### config.mk
export PLATFORM = sky130hd
export DESIGN_NAME = death_respawn_ctrl
export DESIGN_NICKNAME = d
export VERILOG_FILES = /design/src/rtl/game_pkg.sv /design/src/rtl/frame_down_counter.sv /design/src/rtl/death_respawn_ctrl.sv
export SDC_FILE = /design/constraint.sdc
export NUM_CORES = 1
export LEC_CHECK = 0
export CELL_PAD_IN_SITES_DETAIL_PLACEMENT = 2
export CELL_PAD_IN_SITES_GLOBAL_PLACEMENT = 2
export CORE_UTILIZATION = 37
export CTS_CLUSTER_SIZE = 40
export DETAILED_ROUTE_END_ITERATION = 8
export GPL_ROUTABILITY_DRIVEN = 0
export PLACE_DENSITY = 0.91
export SETUP_SLACK_MARGIN = 0.1
export SYNTH_ARGS = -nofsm -noshare
export SYNTH_HDL_FRONTEND = slang
export SYNTH_HIERARCHICAL = 1
export SYNTH_SLANG_ARGS = --single-unit
### constraint.sdc
create_clock -name clk -period 5.7 [get_ports clk]
set_input_delay 0.855 -clock clk [delete_from_list [all_inputs] [get_ports clk]]
set_output_delay 0.855 -clock clk [all_outputs]
set_load 0.01 [all_outputs]
### src/rtl/game_pkg.sv
// Shared types and default frame constants for the player death/respawn logic.
package game_pkg;

   typedef enum logic [2:0] {
      ALIVE     = 3'd0,
      DYING     = 3'd1,
      RESPAWN   = 3'd2,
      INVULN    = 3'd3,
      GAME_OVER = 3'd4
   } death_state_t;

   localparam int DEATH_FRAMES_D  = 60;
   localparam int INVULN_FRAMES_D = 120;
   localparam int BLINK_PERIOD_D  = 8;
   localparam int MAX_LIVES       = 3;

endpackage

### src/rtl/frame_down_counter.sv
// Frame-paced down-counter: loads a value, counts down on each tick and
// flags expiry on the tick that finds it at 1 (it never decrements past 1).
module frame_down_counter #(
   parameter int CNT_W = 8
) (
   input  logic             clk,
   input  logic             resetN,
   input  logic             load,
   input  logic [CNT_W-1:0] load_val,
   input  logic             tick,
   output logic             expire
);

   logic [CNT_W-1:0] cnt_reg;

   // Load has priority over counting; the value 1 is held so the owner sees expiry instead.
   always_ff @(posedge clk or negedge resetN) begin
      if (!resetN)
         cnt_reg <= '0;
      else if (load)
         cnt_reg <= load_val;
      else if (tick && (cnt_reg > CNT_W'(1)))
         cnt_reg <= cnt_reg - CNT_W'(1);
   end

   assign expire = tick && (cnt_reg == CNT_W'(1));

endmodule

### src/rtl/death_respawn_ctrl.sv
// Player death/respawn sequencer: one life-decrement per hit, frozen death
// animation, then respawn with blinking invulnerability or sticky game-over.
module death_respawn_ctrl
   import game_pkg::*;
#(
   parameter int DEATH_FRAMES  = DEATH_FRAMES_D,
   parameter int INVULN_FRAMES = INVULN_FRAMES_D,
   parameter int BLINK_PERIOD  = BLINK_PERIOD_D,
   parameter int CNT_W         = 8
) (
   input  logic       clk,
   input  logic       resetN,
   input  logic       startOfFrame,
   input  logic       hitHazard,
   input  logic       cheatImmortal,
   input  logic [3:0] remainingLives,
   output logic       decreaseLife,
   output logic       immortal,
   output logic       playerFreeze,
   output logic       deathAnim,
   output logic       respawnReq,
   output logic       blink,
   output logic       gameOver
);

   death_state_t     state_reg, state_next;
   logic             dl_reg, dl_next;
   logic             blink_reg, blink_next;
   logic             imm_reg;
   logic             main_load, blink_load;
   logic [CNT_W-1:0] main_val;
   logic             main_tick, blink_tick;
   logic             main_exp, blink_exp;

   // Main counter paces both the death animation and the invulnerability window.
   assign main_tick  = startOfFrame && ((state_reg == DYING) || (state_reg == INVULN));
   assign blink_tick = startOfFrame && (state_reg == INVULN);

   frame_down_counter #(.CNT_W(CNT_W)) u_main_cnt (
      .clk      (clk),
      .resetN   (resetN),
      .load     (main_load),
      .load_val (main_val),
      .tick     (main_tick),
      .expire   (main_exp)
   );

   frame_down_counter #(.CNT_W(CNT_W)) u_blink_cnt (
      .clk      (clk),
      .resetN   (resetN),
      .load     (blink_load),
      .load_val (CNT_W'(BLINK_PERIOD)),
      .tick     (blink_tick),
      .expire   (blink_exp)
   );

   // State, decrement pulse, blink strobe and immortality flag registers.
   always_ff @(posedge clk or negedge resetN) begin
      if (!resetN) begin
         state_reg <= ALIVE;
         dl_reg    <= 1'b0;
         blink_reg <= 1'b0;
         imm_reg   <= 1'b0;
      end else begin
         state_reg <= state_next;
         dl_reg    <= dl_next;
         blink_reg <= blink_next;
         imm_reg   <= cheatImmortal || (state_next != ALIVE);
      end
   end

   // Next-state and counter control; a hit in ALIVE outranks a same-clk frame tick.
   always_comb begin
      state_next = state_reg;
      dl_next    = 1'b0;
      blink_next = blink_reg;
      main_load  = 1'b0;
      main_val   = CNT_W'(DEATH_FRAMES);
      blink_load = 1'b0;
      case (state_reg)
         ALIVE: begin
            if (hitHazard && !cheatImmortal) begin
               state_next = DYING;
               main_load  = 1'b1;
               main_val   = CNT_W'(DEATH_FRAMES);
               dl_next    = 1'b1;
            end
         end
         DYING: begin
            if (main_exp)
               state_next = (remainingLives == 4'd0) ? GAME_OVER : RESPAWN;
         end
         RESPAWN: begin
            state_next = INVULN;
            main_load  = 1'b1;
            main_val   = CNT_W'(INVULN_FRAMES);
            blink_load = 1'b1;
            blink_next = 1'b0;
         end
         INVULN: begin
            if (main_exp) begin
               state_next = ALIVE;
               blink_next = 1'b0;
            end else if (blink_exp) begin
               blink_next = ~blink_reg;
               blink_load = 1'b1;
            end
         end
         GAME_OVER: begin
            state_next = GAME_OVER;
         end
         default: begin
            state_next = ALIVE;
            blink_next = 1'b0;
         end
      endcase
   end

   assign decreaseLife = dl_reg;
   assign immortal     = imm_reg;
   assign playerFreeze = (state_reg == DYING) || (state_reg == RESPAWN) || (state_reg == GAME_OVER);
   assign deathAnim    = (state_reg == DYING);
   assign respawnReq   = (state_reg == RESPAWN);
   assign blink        = blink_reg;
   assign gameOver     = (state_reg == GAME_OVER);

endmodule

---- Yosys cells after proc, flatten, opt, wreduce, memory -nomap -nowiden ----
Index checks and enable logic that the tools add are counted.
word-level totals
  bits in registers ....................... 22
  bits in latches ......................... 0
  RAM bits ................................ 0
  ROM bits ................................ 0
  input bits .............................. 9
  output and inout port bits .............. 7
  logic and storage cells ................. 57
  memories kept ........................... 0
operators by class
  add/subtract/negate cells ............... 2
  multiply operators ...................... 0
  div/mod/pow operators ................... 0
  $lt $le $gt $ge ......................... 2
  equality and inequality tests ........... 7
  shifts and indexed selects .............. 0
  muxes and demuxes ....................... 19
  bitwise gates (word level) .............. 2
  reduce and logical (&&, ||, !) cells .... 19
operators with widths
  kind                   count
  $mux W8                4
  $eq A8 B1 Y1 const B   2
  $gt A8 B1 Y1 const B   2
  $sub A8 B1 Y8 const B  2
  $pmux W3 S5            1
  $mux W3                4
  $logic_and A1 B1 Y1    7
  $mux W7                1
  $eq A3 B2 Y1 const B   2
  $mux W1                6
  $pmux W1 S2            3
  $logic_not A4 Y1       1
  $logic_or A1 B1 Y1     4
  $reduce_bool A2 Y1     2
  $eq A3 B1 Y1 const B   1
  $eq A3 B3 Y1 const B   1
  $logic_not A3 Y1       1
  $ne A3 B3 Y1 const B   1
  $reduce_bool A3 Y1     1
  $reduce_or A3 Y1       1
  $not A1 Y1             2
  $reduce_and A2 Y1      1
  $logic_not A1 Y1       1

---- Longest topological paths before layout ----
Gate-level depths: netlist (run 1).
  word-level depth ........................ 8
  depth in mapped cells ................... 13
  mapped depth without buffers ............ 10

---- Cells and area by module ----
The synthesis (run 1) kept the hierarchy.
by module, submodules not included
  module              instances  cells an instance  area each (µm²)  sequential area each (µm²)
  frame_down_counter  2          67                 578.1            200.2
  death_respawn_ctrl  1          48                 395.4            150.1

---- Least setup slack after synthesis (run 1) ----
No wires, ideal clock.
  kind .................................... input to register
  from .................................... input port startOfFrame
  to ...................................... register u_blink_cnt.cnt_reg[1]
  setup time .............................. 69 ps
  data arrival time ....................... 2,653 ps
  data required time ...................... 5,631 ps
  setup slack ............................. 2,978 ps
  stages .................................. 10
  buffers on the path ..................... 2
  cells stage by stage .................... and2_1 buf_2 nand3b_1 nor3_1 o21ai_0 and3b_1 clkbuf_1 nand2b_1 or4_1 nand3_1
on the way
  elaborated cells between the ends (all ways) .. 10
  classes of those cells .................. 4 x mux; 6 x reduce/logical
RTL lines
  item                                           line                       RTL
  from (decl)                                    death_respawn_ctrl.sv:13   input logic startOfFrame,
  $logic_and A1 B1 Y1 *                          death_respawn_ctrl.sv:36   assign main_tick = startOfFrame && ((state_reg == DYING) || (state_reg == INVULN));
  $logic_and A1 B1 Y1 *                          frame_down_counter.sv:26   assign expire = tick && (cnt_reg == CNT_W'(1));
  named net main_exp                             death_respawn_ctrl.sv:33   logic main_exp, blink_exp;
  $mux W1 *                                      death_respawn_ctrl.sv:101  if (main_exp) begin
  $pmux W1 S2 *                                  death_respawn_ctrl.sv:80   case (state_reg)
  named net blink_load                           death_respawn_ctrl.sv:30   logic main_load, blink_load;
  $mux W8 or $reduce_bool A2 Y1 (tied branches)  --
  to (signal assigned)                           frame_down_counter.sv:21   cnt_reg <= load_val;
  to (signal assigned)                           frame_down_counter.sv:23   cnt_reg <= cnt_reg - CNT_W'(1);
  to (decl)                                      frame_down_counter.sv:14   logic [CNT_W-1:0] cnt_reg;
Mark *: on every way through the listed nets, which the timed path passes. The rest lies on a longest branch.
A chain may end at the register's enable or synchronous reset.

---- Final worst setup path (run 1) ----
  from .................................... input port startOfFrame
  to ...................................... register u_blink_cnt.cnt_reg[1]
on the way
  elaborated cells between the ends (all ways) .. 10
  classes of those cells .................. 4 x mux; 6 x reduce/logical
RTL lines
  item                                           line                       RTL
  $logic_and A1 B1 Y1 *                          death_respawn_ctrl.sv:36
  named net main_tick                            death_respawn_ctrl.sv:32   logic main_tick, blink_tick;
  $logic_and A1 B1 Y1 *                          frame_down_counter.sv:26
  named net main_exp                             death_respawn_ctrl.sv:33
  $mux W1 *                                      death_respawn_ctrl.sv:101
  $pmux W1 S2 *                                  death_respawn_ctrl.sv:80
  named net blink_load                           death_respawn_ctrl.sv:30
  $mux W8 or $reduce_bool A2 Y1 (tied branches)  --
Marked as above.

==> results of run 1 <==
## power by group through the flow
stage | sequential, mW | combinational [mW] | clock [mW]
after floorplan | 0.169 | 0.0218 | 0
after global placement | 0.171 | 0.0336 | 0
after detailed placement | 0.172 | 0.0366 | 0
after CTS | 0.169 | 0.0367 | 0.124
after global routing | 0.170 | 0.0416 | 0.133
final | 0.169 | 0.0367 | 0.120
## synthesized netlist by cell type, drive strengths merged, types with 3 or more instances
| library cell | count |
|---|---|
| dfrtp | 22 |
| nor2 | 21 |
| nand2 | 16 |
| inv | 9 |
| a31oi | 8 |
| nand3 | 8 |
| o21ai | 8 |
| buf | 7 |
| nand2b | 6 |
| o211ai | 6 |
| or4 | 6 |
| nand3b | 5 |
| nor3 | 5 |
| a2bb2oi | 4 |
| ha | 4 |
| o2111ai | 4 |
| o311ai | 4 |
| or4b | 4 |
| and3b | 3 |
| nand4b | 3 |
| nor4b | 3 |
## cell type report
| type | count | area share [%] |
|---|---|---|
| inverters | 11 | 2.29 |
| multi-input cells | 152 | 52.4 |
| well taps | 50 | 3.47 |
| flip-flops and latches | 22 | 30.5 |
| clock buffers | 4 | 3.05 |
| repair buffers | 15 | 8.32 |
## per-layer routing
layer / GRT usage (%) / wire, um / part of all wire [%] / up-vias
li1: - / - / - / 713
met3: 3.25 / 52 / 1.1 / 7
met1: 26.7 / 2080 / 44 / 756
met2: 44.3 / 2490 / 53 / 8
met5: 0 / 0 / 0 / -
met4: 8.78 / 77 / 1.6 / 0
## kinds of logic (layout without fill, tap and decap cells)
| group | Yosys count | after routing | share of synthesized area, % |
|---|---|---|---|
| flops | 22 | 22 | 35.5 |
| compound gates | 46 | 46 | 21.8 |
| fa+ha+maj | 4 | 4 | 3.23 |
| other cells | 2 | 14 | 0.484 |
| xor+xnor | 1 | 1 | 0.565 |
| buf+inv | 20 | 30 | 6.53 |
| simple gates | 87 | 87 | 31.9 |
## final timing paths
check,startpoint,end,slack [ns]
max,startOfFrame,u_blink_cnt/cnt_reg[1],2.40
min in group asynchronous,resetN,blink,1.14
max reg2reg,state_reg[2],u_blink_cnt/cnt_reg[1],2.55
min reg2reg,blink,blink,0.51
min,blink,blink,0.51
max in group asynchronous,resetN,u_main_cnt/cnt_reg[3],3.94
==> reports/qor.csv, run 1 <==
stage;metric;value;unit
status;status;finished clean;
critical_path;crit_arrival;3.51;ns
power;p_int;0.239;mW
routing;post_drt_wl_per_cell;18.5;um
critical_path;crit_cells;9;
critical_path;r2r_cells;9;
global_routing;grt_max_degree;23;
power;p_per_area;181;mW/mm2
placed_design;io_buffers;15;
die;die_x;66.8;um
power;leakagePower;0.756;nW
synth;yosysTopAreaCell;dfrtp_1;
timing;fmax;0.303;GHz
die;die_area;0.00446;mm2
worst_hold_path;hp-class;register to register;
timing;fin_crit_sh;57.8;%
global_routing;grt_use_total;23.7;%
routing;totalWireLength;4690;um
critical_path;worst-path-buf-inv;1;
timing;finalCriticalPeriod;3.30;ns
placed_design;placedInstanceArea;0.00175;mm2
clock_tree;clk_latency;0.27;ns
synth;syn_avg_cell_area;8.52;um2
global_routing;grt_pass1_wl;7780;um
power;p_sw;0.0872;mW
critical_path;slowest_delay;0.48;ns
layout;antenna_cells;0;
layout;final_cell_mix;dfrtp_1 (22), nor2_1 (21), nand2_1 (16);
synth;synthArstFlopShare;100;%
synth;syn_area;0.00155;mm2
critical_path;criticalPathCategory;input pin to register;
critical_path;end_kind;register;
global_routing;grt_overflow;0;
power;ir_drop;0.103;mV
critical_path;start_kind;input pin;
placed_design;place_inst;250;
routing;drt-pass1-iter-count;4;
critical_path;critical_path.top_delay_family;simple AND/OR/NAND/NOR gates;
flow_run;maxCapViolCount;0;
routing;drc;0;
global_routing;antenna_found_initial;0;
clock_tree;postCtsResizedCells;0;
synth;yosysSeqAreaShare;35.5;%
die;die_h;66.8;um
timing;whs;0.507;ns
routing;ant_nets;0;
layout;synthToLayoutAreaGrowth;16.3;%
critical_path;required;5.91;ns
layout;register_area;551;um2
power;pwr-share-seq;51.8;%
clock_tree;cts_made_buffers;3;
synth;synthFlopType;dfrtp_1;
timing;final_max_slew_viol_count;0;
timing;setup_violations;0;
global_routing;grt_pass1_vias;1593;
synth;yosysTopAreaCellShare;35.5;%
layout;final_cells;254;
timing;finalHoldViolCount;0;
routing;viasPerCell;5.84;
timing;fin_setup_tns;0;ns
routing;vias;1484;
clock_tree;cts-hold-fix-buffers;0;
power;pwr-share-clk;36.9;%
placed_design;dpl_worst_slack;2.14;ns
layout;drive_gt1_share;3.92;%
synth;yosysWarnings;6;
synth;ys_ff_latch;22;
layout;final_common_cell;dfrtp_1;
critical_path;path_cells;clkdlybuf4s50_1, and2_1, nand3b_1, nor3_1, o21ai_0, and3b_1, nand2b_1, or4_1, nand3_1;
layout;fin_util;45.1;%
synth;synth_cell_types;42;
timing;relSlewSlack;30.7;%
synth;netlist_top_cells_area;dfrtp_1 (35%), nor2_1 (5.1%), nand2_1 (3.9%);
timing;finalClockSkew;0.00228;ns
power;finalPower;0.326;mW
timing;setup_slack;2.40;ns
die;core;0.00400;mm2
power;swShare;26.8;%
clock_tree;cts_root_buffer;clkbuf_8;
layout;nets;218;
clock_tree;clockBufferDepth;2;
timing;worstMarginPinSlew;1.04;ns
die;io_pins;16;
layout;postLayoutCellArea;0.00180;mm2
layout;multi_input_area;945;um2
die;start_util;38.8;%
die;rows;23;
clock_tree;clk_pin_slew_worst_paths;0.09;ns
timing;rsz0062_at_grt;no;
placed_design;hpwl;3490;um
clock_tree;cts_sinks;22;
worst_hold_path;worstHoldPathCells;1;
clock_tree;htree_levels;1;
synth;synth-edff-count;0;
critical_path;critPathMaxFanout;11;
power;combPwrFrac;11.3;%
critical_path;cpMaxStageDelayCell;nor3_1;
synth;syn_inst;182;
layout;nFillCells;459;
clock_tree;cts_setup_buffers;0;
clock_tree;cts_tree;built;
routing;drt_iter0_drc;49;
Power figures use the tool's default switching activity.
==> run 2, diff against run 1 <==
CORE_UTILIZATION = 31   (was 37)
PLACE_DENSITY = 0.82   (was 0.91)
clock period = 2.7 ns   (was 5.7 ns; I/O delays follow)
==> reports/qor.csv, run 2 (same netlist as run 1, synthesis figures left out) <==
stage;metric;value;unit;change
timing;setup_slack;0.209;ns;-2.20 ns
critical_path;critPathMaxFanout;12;;+1
die;die_x;72.7;um;+9.0%
critical_path;r2r_setup_slack;0.21;ns;-2.34 ns
clock_tree;clk_latency;0.27;ns;about the same
die;io_pins;16;;unchanged
die;die_area;0.00529;mm2;+19%
timing;finalClockSkew;0.00847;ns;+0.00620 ns
power;leakagePower;0.790;nW;+4.5%
global_routing;grt_overflow;0;;unchanged
die;start_util;32.6;%;-6.2 points
timing;final_max_slew_viol_count;0;;unchanged
power;p_per_area;343;mW/mm2;+90%
clock_tree;clockBufferDepth;2;;unchanged
layout;final_common_cell;dfrtp_1;;
layout;drive_gt1_share;8.53;%;+4.6 points
die;die_h;72.7;um;+9.0%
layout;synthToLayoutAreaGrowth;21.9;%;
power;swShare;27.0;%;+0.20 points
clock_tree;cts_sinks;22;;unchanged
global_routing;antenna_found_initial;0;;unchanged
die;rows;25;;+8.7%
power;p_int;0.474;mW;+99%
power;combPwrFrac;12.1;%;+0.8 points
critical_path;required;2.84;ns;-3.07 ns
layout;postLayoutCellArea;0.00189;mm2;+4.9%
clock_tree;clk_pin_slew_worst_paths;0.09;ns;about the same
routing;drt_iter0_drc;53;;+8.2%
global_routing;grt_pass1_wl;8040;um;+3.3%
global_routing;grt_max_degree;23;;unchanged
layout;nets;226;;+3.7%
timing;relSlewSlack;60.5;%;+30 points
clock_tree;cts_root_buffer;clkbuf_8;;
timing;finalCriticalPeriod;2.49;ns;
global_routing;grt_pass1_vias;1643;;+3.1%
power;p_sw;0.175;mW;+100%
routing;viasPerCell;5.41;;-7.3%
critical_path;cp-startpoint;u_blink_cnt/cnt_reg[5];;
timing;rsz0062_at_grt;no;;
critical_path;end_kind;register;;
critical_path;crit-reg2reg-launch;u_blink_cnt/cnt_reg[5];;
placed_design;placedInstanceArea;0.00184;mm2;+4.9%
routing;post_drt_wl_per_cell;17.7;um;-4.3%
routing;totalWireLength;4910;um;+4.7%
worst_hold_path;hp-class;input pin to asynchronous set/reset pin;;
timing;fin_crit_sh;92.3;%;
clock_tree;cts_made_buffers;3;;unchanged
power;pwr-share-seq;54.8;%;+3.0 points
critical_path;crit_arrival;2.63;ns;-0.88 ns
routing;vias;1505;;+1.4%
critical_path;r2r_cells;9;;unchanged
routing;drt-pass1-iter-count;4;;unchanged
global_routing;grt_use_total;19.7;%;-4.0 points
placed_design;hpwl;3610;um;+3.3%
timing;fmax;0.401;GHz;
status;status;finished clean;;
clock_tree;cts-hold-fix-buffers;0;;unchanged
clock_tree;htree_levels;1;;unchanged
die;core;0.00475;mm2;+19%
timing;setup_violations;0;;unchanged
placed_design;io_buffers;15;;unchanged
placed_design;dpl_worst_slack;0.0805;ns;-2.05 ns
flow_run;maxCapViolCount;0;;unchanged
power;finalPower;0.649;mW;+99%
timing;worstMarginPinSlew;0.585;ns;-0.451 ns
timing;fin_setup_tns;0;ns;unchanged
routing;drc;0;;unchanged
timing;finalHoldViolCount;0;;unchanged
routing;ant_nets;0;;unchanged
clock_tree;cts_tree;built;;
critical_path;start_kind;register;;
critical_path;criticalPathCategory;register to register;;
power;ir_drop;0.185;mV;+80%
timing;whs;0.500;ns;-0.00706 ns
power;pwr-share-clk;33.2;%;-3.7 points
layout;antenna_cells;0;;unchanged
layout;final_cell_mix;dfrtp_1 (22), nor2_1 (21), nand2_1 (16);;
run 2: what timing repair did:
| action | CTS | global route |
|---|---|---|
| setup buffers | 0 | 0 |
| endpoints found under the setup margin | 1 | 2 |
| gates resized for setup | 1 | 2 |
run 2: critical path: stages, from the launching register on:
cell and delay [ns]:
dfrtp_1 0.43, or4_4 0.66, nor3_4 0.26, inv_1 0.06, o21ai_0 0.16, and3b_1 0.28
buf_4 0.20, nor2_1 0.05, o2111ai_1 0.12, nand3_1 0.13
run 2: final timing paths:
path | to
worst min register to register | blink
worst min-delay path | u_blink_cnt/cnt_reg[1]
worst max-delay path | u_blink_cnt/cnt_reg[4]
min in group clk | blink
worst max register to register | u_blink_cnt/cnt_reg[4]
max in group asynchronous | u_main_cnt/cnt_reg[5]
run 2: cell type report:
type,instances,area (um2)
clock buffers,3,41.3
fillers,563,2860
inverters,11,45.0
multi-input cells,152,961
flip-flops and latches,22,551
well taps,67,83.8
repair buffers,23,210
run 2: per-stage QoR:
| step | utilization, % | cells |
|---|---|---|
| finish | 39.8 | 278 |
| global route | 39.8 | 278 |
| CTS | 39.6 | 278 |
| detailed placement | 38.6 | 275 |
| global placement | 38.6 | 275 |
| floorplan | - | 194 |
run 2: per-layer routing:
layer / global-route usage, % / share of wire [%] / vias to the layer above
li1: - / - / 724
met1: 24.3 / 44 / 743
met2: 35.0 / 51 / 32
met3: 3.59 / 3.1 / 6
met4: 5.45 / 1.6 / 0
met5: 0 / 0 / -
run 2: power by group through the flow:
stage	sequential, mW	clock, mW	combinational (mW)
6_report	0.355	0.215	0.0782
5_1_grt	0.357	0.232	0.0885
4_1_cts	0.355	0.222	0.0779
3_5_place_dp	0.362	0	0.0778
3_3_place_gp	0.361	0	0.0712
2_1_floorplan	0.357	0	0.0461
==> run 3, diff against run 2 <==
CORE_MARGIN = 5   (was not set)
==> reports/qor.csv, run 3 (same netlist as run 1, synthesis figures left out) <==
stage;metric;value;unit;change
routing;totalWireLength;4960;um;+0.83%
critical_path;critPathMaxFanout;12;;unchanged
critical_path;slowest_delay;0.65;ns;about the same
clock_tree;cts_tree;built;;
placed_design;placedInstanceArea;0.00184;mm2;unchanged
critical_path;critical_path.top_delay_family;simple AND/OR/NAND/NOR gates;;
timing;fmax;0.411;GHz;+2.3%
clock_tree;cts_made_buffers;3;;unchanged
routing;vias;1530;;+1.7%
critical_path;worst-path-buf-inv;0;;-2
routing;drc;0;;unchanged
timing;rsz0062_at_grt;no;;
clock_tree;cts-hold-fix-buffers;0;;unchanged
global_routing;grt_overflow;0;;unchanged
flow_run;maxCapViolCount;0;;unchanged
layout;final_cell_mix;dfrtp_1 (22), nor2_1 (21), nand2_1 (16);;
clock_tree;clk_pin_slew_worst_paths;0.09;ns;about the same
timing;worstMarginPinSlew;0.560;ns;-0.0247 ns
critical_path;start_kind;register;;
critical_path;path_cells;or4_4, nor3_2, o21ai_0, and3b_1, nand2b_1, or4_1, nand3_1;;
clock_tree;cts_root_buffer;clkbuf_8;;
clock_tree;clockBufferDepth;2;;unchanged
placed_design;hpwl;3530;um;-2.1%
die;rows;25;;unchanged
layout;fin_util;39.8;%;about the same
status;status;finished clean;;
timing;finalCriticalPeriod;2.44;ns;-0.0549 ns
timing;final_max_slew_viol_count;0;;unchanged
die;die_area;0.00652;mm2;+23%
layout;synthToLayoutAreaGrowth;22.7;%;
die;start_util;32.4;%;-0.21 points
layout;antenna_cells;0;;unchanged
timing;fin_setup_tns;0;ns;unchanged
critical_path;crit_cells;7;;-2
critical_path;r2r_setup_slack;0.26;ns;+0.05 ns
die;die_h;80.7;um;+11%
die;io_pins;16;;unchanged
routing;post_drt_wl_per_cell;17.8;um;+0.47%
critical_path;r2r_cells;7;;-2
critical_path;end_kind;register;;
power;leakagePower;0.798;nW;+0.98%
global_routing;grt_pass1_wl;8650;um;+7.6%
global_routing;antenna_found_initial;0;;unchanged
clock_tree;cts_setup_buffers;0;;unchanged
critical_path;crit-reg2reg-launch;u_main_cnt/cnt_reg[5];;
power;ir_drop;0.146;mV;-21%
layout;nets;226;;unchanged
critical_path;r2r-end;u_blink_cnt/cnt_reg[1];;
placed_design;io_buffers;15;;unchanged
worst_hold_path;hp-class;input pin to asynchronous set/reset pin;;
routing;drt-pass1-iter-count;4;;unchanged
timing;finalClockSkew;0.00398;ns;-0.00449 ns
timing;relSlewSlack;62.1;%;+1.7 points
critical_path;criticalPathCategory;register to register;;
routing;drt_iter0_drc;88;;+66%
die;core;0.00479;mm2;+0.66%
timing;fin_crit_sh;90.2;%;-2.0 points
routing;viasPerCell;5.48;;+1.3%
clock_tree;postCtsResizedCells;1;;unchanged
die;die_x;80.7;um;+11%
global_routing;grt_use_total;16.8;%;-2.8 points
global_routing;grt_pass1_vias;1730;;+5.3%
clock_tree;htree_levels;1;;unchanged
timing;finalHoldViolCount;0;;unchanged
layout;final_common_cell;dfrtp_1;;
critical_path;required;2.91;ns;+0.07 ns
layout;drive_gt1_share;8.96;%;+0.43 points
clock_tree;cts_sinks;22;;unchanged
clock_tree;clk_latency;0.27;ns;about the same
critical_path;cpMaxStageDelayCell;or4_4;;
critical_path;crit_arrival;2.65;ns;+0.02 ns
timing;setup_violations;0;;unchanged
power;p_per_area;362;mW/mm2;+5.5%
global_routing;grt_max_degree;23;;unchanged
layout;postLayoutCellArea;0.00190;mm2;+0.60%
routing;ant_nets;0;;unchanged
run 3: changes by cell type in the layout (fill, tap and decap cells not counted), sizes merged:
cell and change:
clkbuf +1, clkinv +1, clkinvlp -1
run 3: final cells by class:
type | instances | area [um2]
clock buffer | 4 | 55.1
fill | 529 | 2880
inverter | 11 | 42.5
timing repair buffer | 23 | 210
tap | 67 | 83.8
sequential | 22 | 551
multi-input combinational | 152 | 961
run 3: worst max path at each step:
stage	from	slack (ns)	end
6_report	u_main_cnt/cnt_reg[5]	0.26	u_blink_cnt/cnt_reg[1]
5_1_grt	u_blink_cnt/cnt_reg[5]	0.12	u_blink_cnt/cnt_reg[0]
4_1_cts	u_blink_cnt/cnt_reg[5]	0.15	u_blink_cnt/cnt_reg[1]
3_5_place_dp	startOfFrame	0.06	u_blink_cnt/cnt_reg[4]
3_3_place_gp	startOfFrame	0.27	u_blink_cnt/cnt_reg[7]
2_1_floorplan	u_blink_cnt/cnt_reg[5]	0.17	u_blink_cnt/cnt_reg[4]
run 3: layer usage:
layer | up-vias | track usage (%) | wire [um]
met1 | 778 | 21.7 | 2270
met5 | - | 0 | 0
met4 | 0 | 4.05 | 53
met2 | 22 | 29.7 | 2510
li1 | 722 | - | -
met3 | 8 | 2.44 | 118
run 3: power breakdown:
part           switching, mW  internal, mW  total [mW]
logic                 0.0477        0.0351      0.0828
registers             0.0173         0.340       0.357
clock network          0.118         0.130       0.249
total                  0.183         0.505       0.688
run 3: through the flow:
stage	total power, mW	instances	hold WS [ns]	setup slack [ns]
2_1_floorplan	0.403	194	0.109	0.171
3_5_place_dp	0.445	275	0.516	0.0638
5_1_grt	0.722	279	0.515	0.117
4_1_cts	0.696	279	0.496	0.155
3_3_place_gp	0.432	275	0.480	0.272
6_report	0.688	279	0.487	0.264
